===== src/rtl/wallace_mult_pipe.sv =====
// 3-stage pipelined Wallace-tree multiplier, unsigned or two's-complement per transaction.
// Define WTM_PERF_CNT_EN to add the txn_count / stall_count performance counters.
module wallace_mult_pipe #(
  parameter int WIDTH = 8,
  parameter int CNT_W = 32
) (
  input  logic               clk,
  input  logic               rst,
  input  logic               in_valid,
  output logic               in_ready,
  input  logic [WIDTH-1:0]   a,
  input  logic [WIDTH-1:0]   b,
  input  logic               tc,
  output logic               out_valid,
  input  logic               out_ready,
  output logic [2*WIDTH-1:0] result
`ifdef WTM_PERF_CNT_EN
  ,
  output logic [CNT_W-1:0]   txn_count,
  output logic [CNT_W-1:0]   stall_count
`endif
);

  localparam int PW     = 2 * WIDTH;
  localparam int H      = WIDTH + 2;
  localparam int LAYERS = WIDTH;

  if (WIDTH < 4 || WIDTH > 32 || CNT_W < 1) begin : g_param_check
    $error("wallace_mult_pipe: WIDTH must be 4..32 and CNT_W at least 1");
  end

  logic               s1_v_q, s1_v_d;
  logic [WIDTH-1:0]   a_q, a_d;
  logic [WIDTH-1:0]   b_q, b_d;
  logic               tc_q, tc_d;
  logic               s2_v_q, s2_v_d;
  logic [PW-1:0]      sum_q, sum_d;
  logic [PW-1:0]      carry_q, carry_d;
  logic               s3_v_q, s3_v_d;
  logic [PW-1:0]      result_q, result_d;

  logic               s1_load, s2_load, s3_load;

  // Each column is a bit stack: pushes shift in at bit 0, so unused upper bits stay 0.
  logic [H-1:0]       col_bits [PW];
  logic [H-1:0]       nxt_bits [PW];
  int                 col_n    [PW];
  int                 nxt_n    [PW];
  logic [PW-1:0]      tree_sum, tree_carry;

  // A stage may load when it is empty or its contents move on this cycle.
  always_comb begin
    s3_load  = !s3_v_q || out_ready;
    s2_load  = !s2_v_q || s3_load;
    s1_load  = !s1_v_q || s2_load;
    in_ready = s1_load;
  end

  // Partial products with Baugh-Wooley correction, then Wallace reduction to two rows.
  always_comb begin
    int           max_n;
    logic [H-1:0] rem;
    logic         pp, s, cy;
    // NOTE: every variable gets a default at the top of the block, so no path can infer a latch.
    max_n = 0;
    rem   = '0;
    pp    = 1'b0;
    s     = 1'b0;
    cy    = 1'b0;
    for (int c = 0; c < PW; c++) begin
      col_bits[c] = '0;
      col_n[c]    = 0;
      nxt_bits[c] = '0;
      nxt_n[c]    = 0;
    end
    for (int i = 0; i < WIDTH; i++) begin
      for (int j = 0; j < WIDTH; j++) begin
        pp = a_q[j] & b_q[i];
        if (tc_q && ((i == WIDTH - 1) != (j == WIDTH - 1))) pp = ~pp;
        col_bits[i+j] = {col_bits[i+j][H-2:0], pp};
        col_n[i+j]    = col_n[i+j] + 1;
      end
    end
    // Signed correction constants 2^WIDTH + 2^(2*WIDTH-1); zero bits in unsigned mode.
    col_bits[WIDTH] = {col_bits[WIDTH][H-2:0], tc_q};
    col_n[WIDTH]    = col_n[WIDTH] + 1;
    col_bits[PW-1]  = {col_bits[PW-1][H-2:0], tc_q};
    col_n[PW-1]     = col_n[PW-1] + 1;

    for (int l = 0; l < LAYERS; l++) begin
      max_n = 0;
      for (int c = 0; c < PW; c++) begin
        if (col_n[c] > max_n) max_n = col_n[c];
      end
      if (max_n > 2) begin
        for (int c = 0; c < PW; c++) begin
          nxt_bits[c] = '0;
          nxt_n[c]    = 0;
        end
        for (int c = 0; c < PW; c++) begin
          rem = col_bits[c];
          for (int k = 0; k < H; k += 3) begin
            if (k + 3 <= col_n[c]) begin
              s  = rem[0] ^ rem[1] ^ rem[2];
              cy = (rem[0] & rem[1]) | (rem[2] & (rem[0] ^ rem[1]));
              nxt_bits[c] = {nxt_bits[c][H-2:0], s};
              nxt_n[c]    = nxt_n[c] + 1;
              if (c + 1 < PW) begin
                nxt_bits[c+1] = {nxt_bits[c+1][H-2:0], cy};
                nxt_n[c+1]    = nxt_n[c+1] + 1;
              end
            end else if (k + 2 == col_n[c]) begin
              s  = rem[0] ^ rem[1];
              cy = rem[0] & rem[1];
              nxt_bits[c] = {nxt_bits[c][H-2:0], s};
              nxt_n[c]    = nxt_n[c] + 1;
              if (c + 1 < PW) begin
                nxt_bits[c+1] = {nxt_bits[c+1][H-2:0], cy};
                nxt_n[c+1]    = nxt_n[c+1] + 1;
              end
            end else if (k + 1 == col_n[c]) begin
              nxt_bits[c] = {nxt_bits[c][H-2:0], rem[0]};
              nxt_n[c]    = nxt_n[c] + 1;
            end
            rem = rem >> 3;
          end
        end
        col_bits = nxt_bits;
        col_n    = nxt_n;
      end
    end
    for (int c = 0; c < PW; c++) begin
      tree_sum[c]   = col_bits[c][0];
      tree_carry[c] = col_bits[c][1];
    end
  end

  always_comb begin
    s1_v_d   = s1_v_q;
    a_d      = a_q;
    b_d      = b_q;
    tc_d     = tc_q;
    s2_v_d   = s2_v_q;
    sum_d    = sum_q;
    carry_d  = carry_q;
    s3_v_d   = s3_v_q;
    result_d = result_q;
    if (s1_load) begin
      s1_v_d = in_valid;
      if (in_valid) begin
        a_d  = a;
        b_d  = b;
        tc_d = tc;
      end
    end
    if (s2_load) begin
      s2_v_d = s1_v_q;
      if (s1_v_q) begin
        sum_d   = tree_sum;
        carry_d = tree_carry;
      end
    end
    // Data only moves with a valid token, so result holds its last product between bursts.
    if (s3_load) begin
      s3_v_d = s2_v_q;
      if (s2_v_q) result_d = sum_q + carry_q;
    end
  end

  always_ff @(posedge clk or posedge rst) begin
    // NOTE: datapath registers are reset along with the valids so result reads 0 out of reset.
    if (rst) begin
      s1_v_q   <= 1'b0;
      a_q      <= '0;
      b_q      <= '0;
      tc_q     <= 1'b0;
      s2_v_q   <= 1'b0;
      sum_q    <= '0;
      carry_q  <= '0;
      s3_v_q   <= 1'b0;
      result_q <= '0;
    end else begin
      // NOTE: sequential state uses non-blocking assignments so every flop samples pre-edge values.
      s1_v_q   <= s1_v_d;
      a_q      <= a_d;
      b_q      <= b_d;
      tc_q     <= tc_d;
      s2_v_q   <= s2_v_d;
      sum_q    <= sum_d;
      carry_q  <= carry_d;
      s3_v_q   <= s3_v_d;
      result_q <= result_d;
    end
  end

  assign out_valid = s3_v_q;
  assign result    = result_q;

`ifdef WTM_PERF_CNT_EN
  logic [CNT_W-1:0] txn_count_q, txn_count_d;
  logic [CNT_W-1:0] stall_count_q, stall_count_d;

  always_comb begin
    txn_count_d   = txn_count_q;
    stall_count_d = stall_count_q;
    if (s3_v_q && out_ready)  txn_count_d   = txn_count_q + CNT_W'(1);
    if (s3_v_q && !out_ready) stall_count_d = stall_count_q + CNT_W'(1);
  end

  always_ff @(posedge clk or posedge rst) begin
    if (rst) begin
      txn_count_q   <= '0;
      stall_count_q <= '0;
    end else begin
      txn_count_q   <= txn_count_d;
      stall_count_q <= stall_count_d;
    end
  end

  assign txn_count   = txn_count_q;
  assign stall_count = stall_count_q;
`endif

endmodule

===== config.mk =====
export PLATFORM = sky130hd
export DESIGN_NAME = wallace_mult_pipe
export DESIGN_NICKNAME = d
export VERILOG_FILES = /design/src/rtl/wallace_mult_pipe.sv
export SDC_FILE = /design/constraint.sdc
export NUM_CORES = 1
export LEC_CHECK = 0
export BUFFER_PORTS_ARGS = -buffer_cell sky130_fd_sc_hd__clkbuf_2
export CAP_MARGIN = 20
export CORE_ASPECT_RATIO = 0.8
export CORE_MARGIN = 4
export CORE_UTILIZATION = 55
export CTS_CLUSTER_DIAMETER = 40
export CTS_CLUSTER_SIZE = 25
export DETAILED_ROUTE_END_ITERATION = 16
export PLACE_DENSITY = 0.77
export SETUP_SLACK_MARGIN = 0.2
export SLEW_MARGIN = 20
export SYNTH_ARGS = -nofsm -noshare
export SYNTH_HDL_FRONTEND = slang
export SYNTH_SLANG_ARGS = --single-unit

===== constraint.sdc =====
create_clock -name clk -period 3.62 [get_ports clk]
set_input_delay 0.181 -clock clk [delete_from_list [all_inputs] [get_ports clk]]
set_output_delay 0.181 -clock clk [all_outputs]
set_load 0.03 [all_outputs]

## Word-level counts from Yosys, hierarchy flattened

Cells that the tools add are included.

| word-level totals | value |
|---|---|
| flip-flop bits (word level) | 63 |
| latch bits | 0 |
| RAM bits | 0 |
| ROM bits | 0 |
| bits of input ports | 21 |
| logic and storage cells | 348 |
| memories | 0 |

| operators by class | value |
|---|---|
| $add $sub $neg | 1 |
| multiply operators | 0 |
| divide/modulo/power cells | 0 |
| order comparisons | 0 |
| eq/ne operators | 0 |
| shift operators | 0 |
| multiplexer cells | 14 |
| bitwise logic cells | 315 |
| reduce and logical (&&, ||, !) cells | 9 |

Operator list:

| cell | count |
|---|---|
| bitwise AND 1 bit | 163 |
| bitwise XOR 1 bit | 101 |
| bitwise OR 1 bit | 37 |
| adder 16 bit | 1 |
| 2-to-1 mux 1 bit | 14 |
| NOT 1 bit | 14 |
| AND reduction 2 bit | 3 |
| logical NOT 1 bit | 3 |
| logical OR 1 bit | 3 |

## Longest topological paths before layout

Gate-level depths: netlist of the first run.

| depth | value |
|---|---|
| depth in word-level cells | 12 |
| mapped depth | 10 |
| gate-level depth less buffers | 9 |

## Worst setup path after synthesis of the first run

No wires, ideal clock.

| timing path | value |
|---|---|
| path kind | register to register |
| start | reg tc_q |
| end | reg sum_q[9] |
| setup time | 128 ps |
| arrival | 3260 ps |
| setup slack | 233 ps |
| cell stages (with the launch flop) | 11 |
| path buffers | 2 |
| period minus slack after synthesis | 3387 ps |
| cell sequence | dfrtp_1 clkbuf_1 buf_2 xnor2_1 fa_1 inv_1 fa_1 fa_1 inv_1 fa_1 mux2_1 |

RTL lines:

| element | RTL line | RTL |
|---|---|---|
| start, declared | 35 | `logic tc_q, tc_d;` |
| start signal, assigned | 187 | `tc_q <= tc_d;` |
| end signal, assigned | 189 | `sum_q <= sum_d;` |
| end, declared | 37 | `logic [PW-1:0] sum_q, sum_d;` |

==> out/metrics.cfg, run 1 <==
[status]
status = complete, no violations

[sta]
finalHoldViolations = 0
worst_pin_slew_ps = 905
rsz0062_at_grt = false
finalSetupViolations = 0
finalClockSkew_ps = 7.99
fin_setup_tns_ps = 0
timing.fmax_mhz = 307
slew_headroom_pct = 39.5
period_share_pct = 89.9
drv_slew = 0
min_period_ps = 3260

[place]
place_area_um2 = 4780
port_buffers = 38
place.gp.congestion = 0.918
hpwl_um = 6400

[setup_path]
cp_max_fo = 9
ff2ff_path_depth = 8
cp-end-kind = flop
reg2reg_slack_ps = 360
r2r-start = b_q[7]
timing.rr.end = sum_q[9]
worstPathCellList = nand2_1 -> xor2_1 -> fa_1 -> fa_1 -> fa_1 -> inv_1 -> fa_1 -> mux2_1
arrival_ps = 3480
slowest_delay_ps = 580
crit_family = adder cells
start_kind = flop
critical_path_required_ps = 3850
cp_num_buf_inv = 1
slowest_stage = fa_1
cp_common_cell = fa_1
critPathKind = flop to flop

[synthesis]
synth_fp_nets = 501
synthTopCellsByArea = dfrtp_1 (35%), fa_1 (17%), mux2_1 (12%)
synth.yosys.warnings = 0
syn_avg_cell_area_um2 = 11.0
synthArstFlopShare_pct = 100
yosys.area.top_type = dfrtp_1
yosysTopAreaCellShare_pct = 35.2
yosysUniqueCellTypes = 39
synth-main-ff-cell = dfrtp_1
synth_cells = 408
synth_area_um2 = 4480
seq_area_frac_synth_pct = 35.2
synth.most_common_cell = dfrtp_1
synthTopCellsByCount = dfrtp_1 (63), nand2_1 (60), mux2_1 (49), inv_1 (46), fa_1 (37)
synth-seq-cells = 63
synth_edf_count = 0

[route]
drt_iter0_markers = 111
wl_per_cell_um = 14.7
ant_nets = 0
viasPerCell = 5.34
route.detailed.drc = 0
vias = 2986
firstDrtPassIters = 4
wirelength_um = 8200

[pwr]
switchingPower_uw = 1700
clkPwrFrac_pct = 15.3
intPower_uw = 2240
powerDensity_nw_per_um2 = 792
p_comb_share_pct = 55.3
power.static_leakage_uw = 0.00248
switching_share_pct = 43.2
peakVddDrop_mv = 0.436
seqPwrFrac_pct = 29.3

[cts]
cts.sinks = 63
insertion_delay_ps = 350
ctsHtreeMaxLevel = 3
ctsRootBufferMaster = clkbuf_8
cts_buffers = 9
cts_tree = done
clkSlewWorstSetupHoldPaths_ps = 70
clockBufferDepth = 2

[global_route]
grt_usage_pct = 19.8
grt_pass1_vias = 3262
grt_pass1_wl_um = 14600
grt_max_degree = 34
antenna_found_initial = 0
grt_overflow_total = 0

[final_layout]
seqCellArea_um2 = 1580
diodes = 0
area_growth_pct = 11.2
layout-drive-gt1-share_pct = 14.9
fin_area_um2 = 4980
fill_cells = 673
nets = 539
multi_input_area_um2 = 2640

[floorplanning]
die_area_um2 = 9650
ios = 39
die_w_um = 109
rows = 29
core_area_um2 = 7910
start_util_pct = 56.6
dieHeight_um = 88.7

[worst_hold_path]
hold_path_depth = 2
hold_class = primary input to flop
hold_path_startpoint = b[1]
min_to = b_q[1]

[run]
cap_violations = 0

## layout by cell type (no fill, tap or decap), drive strengths merged, types with 3 or more instances in the layout
cell type / n
mux2: 49
nand2b: 4
xnor2: 13
a21o: 3
and2: 23
a21oi: 9
xor2: 10
clkbuf: 48
o21ai: 14
dfrtp: 63
nand2: 61
fa: 37
inv: 46
ha: 35
buf: 7
clkinv: 4
## per-stage QoR
step	hold WS (ps)	instances	utilization, %	power (µW)	setup slack (ps)
floorplan	289	408	-	2810	233
global placement	284	541	60.2	3260	414
detailed placement	294	542	60.4	3380	320
CTS	26.8	559	62.9	4010	292
global route	29.9	559	62.9	4430	219
finish	36.7	559	62.9	3940	364
## worst max path at each step
stage | depth (start not counted) | end | slack, ps | from
6_report | 8 | sum_q[9] | 360 | b_q[7]
3_5_place_dp | 8 | sum_q[9] | 320 | tc_q
4_1_cts | 8 | sum_q[9] | 290 | tc_q
3_3_place_gp | 8 | sum_q[9] | 410 | tc_q
5_1_grt | 8 | sum_q[10] | 220 | a_q[3]
2_1_floorplan | 10 | sum_q[9] | 230 | tc_q
## layout make-up
class                   instances  area share, %
repair buffers                 46           5.23
inverters                      46           3.47
flip-flops and latches         63           31.7
clock buffers                  10           2.56
clock inverters                 6           1.23
multi-input cells             280           53.1
well taps                     108           2.71
## kinds of logic after synthesis
family | synth area share, %
flops | 35.2
fa+ha+maj | 26.3
simple gates | 10.8
buf+inv | 5.73
xor+xnor | 4.50
mux | 12.6
compound gates | 4.89
## worst reg2reg max path: cells and delay by family, from the launching register on
kind                     cells  cell delay (ps)
flip-flops                   1              510
AND/OR/NAND/NOR              1              120
XOR/XNOR                     1              170
adder cells (fa/ha/maj)      4             1990
buffers and inverters        1               50
multiplexers                 1              290
## state kept, by name (all words and copies together) (netlist names)
signal     cells
out_valid      1
result        16
s1_v_q         1
s2_v_q         1
b_q            8
sum_q         16
a_q            8
carry_q       11
tc_q           1
## power groups by stage
| stage | sequential, µW | clock [µW] | combinational, µW |
|---|---|---|---|
| 5_1_grt | 1190 | 658 | 2580 |
| 3_3_place_gp | 1160 | 0 | 2100 |
| 4_1_cts | 1160 | 615 | 2240 |
| 2_1_floorplan | 1270 | 0 | 1550 |
| 3_5_place_dp | 1170 | 0 | 2200 |
| 6_report | 1160 | 605 | 2180 |
## timing repair
item	4_1_cts	5_1_grt
endpoints found under the hold margin	30	0
hold buffers	1	0
endpoints found under the setup margin	0	2
buffers inserted	0	0
gates resized for setup	0	1
## layer usage
metal / vias to the layer above / global-route usage (%) / routed length (µm)
met4: 0 / 6.42 / 154
met3: 15 / 4.81 / 460
li1: 1388 / - / -
met2: 75 / 34.9 / 4120
met5: - / 0 / 0
met1: 1508 / 24.2 / 3460
(Power assumes the default switching activity.)
==> run 2, diff against run 1 <==
--- a/config.mk
+++ b/config.mk
@@ -9,11 +9,11 @@
 export CAP_MARGIN = 20
 export CORE_ASPECT_RATIO = 0.8
 export CORE_MARGIN = 4
-export CORE_UTILIZATION = 55
+export CORE_UTILIZATION = 58
 export CTS_CLUSTER_DIAMETER = 40
 export CTS_CLUSTER_SIZE = 25
 export DETAILED_ROUTE_END_ITERATION = 16
-export PLACE_DENSITY = 0.77
+export PLACE_DENSITY = 0.78
 export SETUP_SLACK_MARGIN = 0.2
 export SLEW_MARGIN = 20
 export SYNTH_ARGS = -nofsm -noshare
==> constraint.sdc (replaced) <==
create_clock -name clk -period 3.2 [get_ports clk]
set_input_delay 0.16 -clock clk [delete_from_list [all_inputs] [get_ports clk]]
set_output_delay 0.16 -clock clk [all_outputs]
set_load 0.03 [all_outputs]
==> run 2 against run 1 <==
Non-clock buffer count grew 22. Critical path depth grew 1. Routed wire length grew 6.9%.
==> out/metrics.cfg, run 2 (same netlist as run 1, synthesis figures left out) <==
[status]
status = complete, no violations

[route]
vias = 3118
viasPerCell = 5.39
firstDrtPassIters = 4
route.detailed.drc = 0
wirelength_um = 8760
drt_iter0_markers = 105
ant_nets = 0
wl_per_cell_um = 15.2

[final_layout]
final_common_cell = nand2_1
nets = 561
layout-drive-gt1-share_pct = 26.6
mostFrequentLayoutCells = nand2_1 (56), dfrtp_1 (50), mux2_1 (45)
stdcell_count = 578
area_growth_pct = 18.2
fin_area_um2 = 5290
diodes = 0

[pwr]
peakVddDrop_mv = 0.610
intPower_uw = 2850
p_comb_share_pct = 55.3
seqPwrFrac_pct = 27.0
p_total_uw = 4860
power.static_leakage_uw = 0.00264
switching_share_pct = 41.4
switchingPower_uw = 2010
powerDensity_nw_per_um2 = 919
clkPwrFrac_pct = 17.7

[place]
hpwl_um = 6260
place.gp.congestion = 0.849
port_buffers = 38
place_inst = 544
pre_cts_ws_ps = 40.6
place_area_um2 = 4830

[sta]
drv_slew = 0
min_period_ps = 3070
period_share_pct = 96.1
slew_headroom_pct = 43.7
finalHoldViolations = 0
fin_setup_tns_ps = 0
fin_ws_ps = 126
rsz0062_at_grt = true
finalClockSkew_ps = 9.70
finalSetupViolations = 0
timing.fmax_mhz = 325
worst_pin_slew_ps = 843

[cts]
insertion_delay_ps = 350
cts.sinks = 63
cts_tree = done
clkSlewWorstSetupHoldPaths_ps = 70
clockBufferDepth = 2
ctsRootBufferMaster = clkbuf_8
cts_buffers = 9
ctsHtreeMaxLevel = 3

[floorplanning]
die_w_um = 106
dieHeight_um = 86.6
core_area_um2 = 7460
ios = 39
start_util_pct = 60.0
rows = 28
die_area_um2 = 9190

[global_route]
grt_max_degree = 41
grt_overflow_total = 0
grt_usage_pct = 21.4
antenna_found_initial = 0
grt_pass1_wl_um = 15300
grt_pass1_vias = 3270

[setup_path]
start_kind = flop
cp_num_buf_inv = 3
path_depth = 9
ff2ff_path_depth = 9
cp_max_fo = 7
cp_common_cell = fa_1
arrival_ps = 3300
cp-end-kind = flop
slowest_stage = fa_1
worstPathCellList = buf_4 -> xnor2_2 -> fa_1 -> inv_1 -> fa_1 -> inv_1 -> fa_1 -> ha_1 -> mux2_4
critPathKind = flop to flop
slowest_delay_ps = 510
crit_family = adder cells
critical_path_required_ps = 3430

[worst_hold_path]
hold_class = primary input to flop
hold_path_depth = 2

[run]
cap_violations = 0

## run 2: power groups by stage
stage               clock network, µW  registers, µW  logic [µW]
floorplan                           0           1440        1810
global placement                    0           1310        2420
detailed placement                  0           1320        2530
CTS                               874           1310        2650
global route                      917           1360        3090
finish                            860           1310        2690
## run 2: cell type report
class                      instances  area (µm²)
timing repair buffer              68         425
tap                              105         131
sequential                        63        1590
clock inverter                     7         120
inverter                          46         173
fill                             556        2170
multi-input combinational        280        2720
clock buffer                       9         124
## run 2: worst register-to-register path: stages, from the launching register on
cell,delay (ps)
dfrtp_2,500
buf_4,180
xnor2_2,140
fa_1,490
inv_1,50
fa_1,510
inv_1,60
fa_1,440
ha_1,320
mux2_4,280
## run 2: layer usage
layer,routed length [µm],GRT usage [%],vias up
met5,0,0,-
met4,244,8.71,0
met3,587,5.36,25
met2,4320,36.1,101
met1,3610,26.5,1559
li1,-,-,1433
## run 2: through the flow
stage                     util (%)  hold WS, ps
after floorplan                  -          268
after global placement        64.6          358
after detailed placement      64.7          368
after CTS                     69.6         6.30
after global routing          70.9         11.8
final                         70.9         19.2
## run 2: path summary, 6_finish.rpt
| check | startpoint | end | slack [ps] |
|---|---|---|---|
| max in group asynchronous | rst | a_q[0] | 1830 |
| worst min register to register | sum_q[1] | sum_q[1] | 490 |
| worst max-delay path | tc_q | sum_q[11] | 130 |
| worst min-delay path | a[3] | a_q[3] | 20 |
| worst max register to register | tc_q | sum_q[11] | 130 |
| min in group asynchronous | rst | result[15] | 510 |
## run 2: timing repair
item	4_1_cts	5_1_grt
endpoints found under the hold margin	39	0
hold buffers	1	0
resized for setup	16	18
buffers inserted	11	6
setup endpoints to repair	12	14
pin swaps	10	9
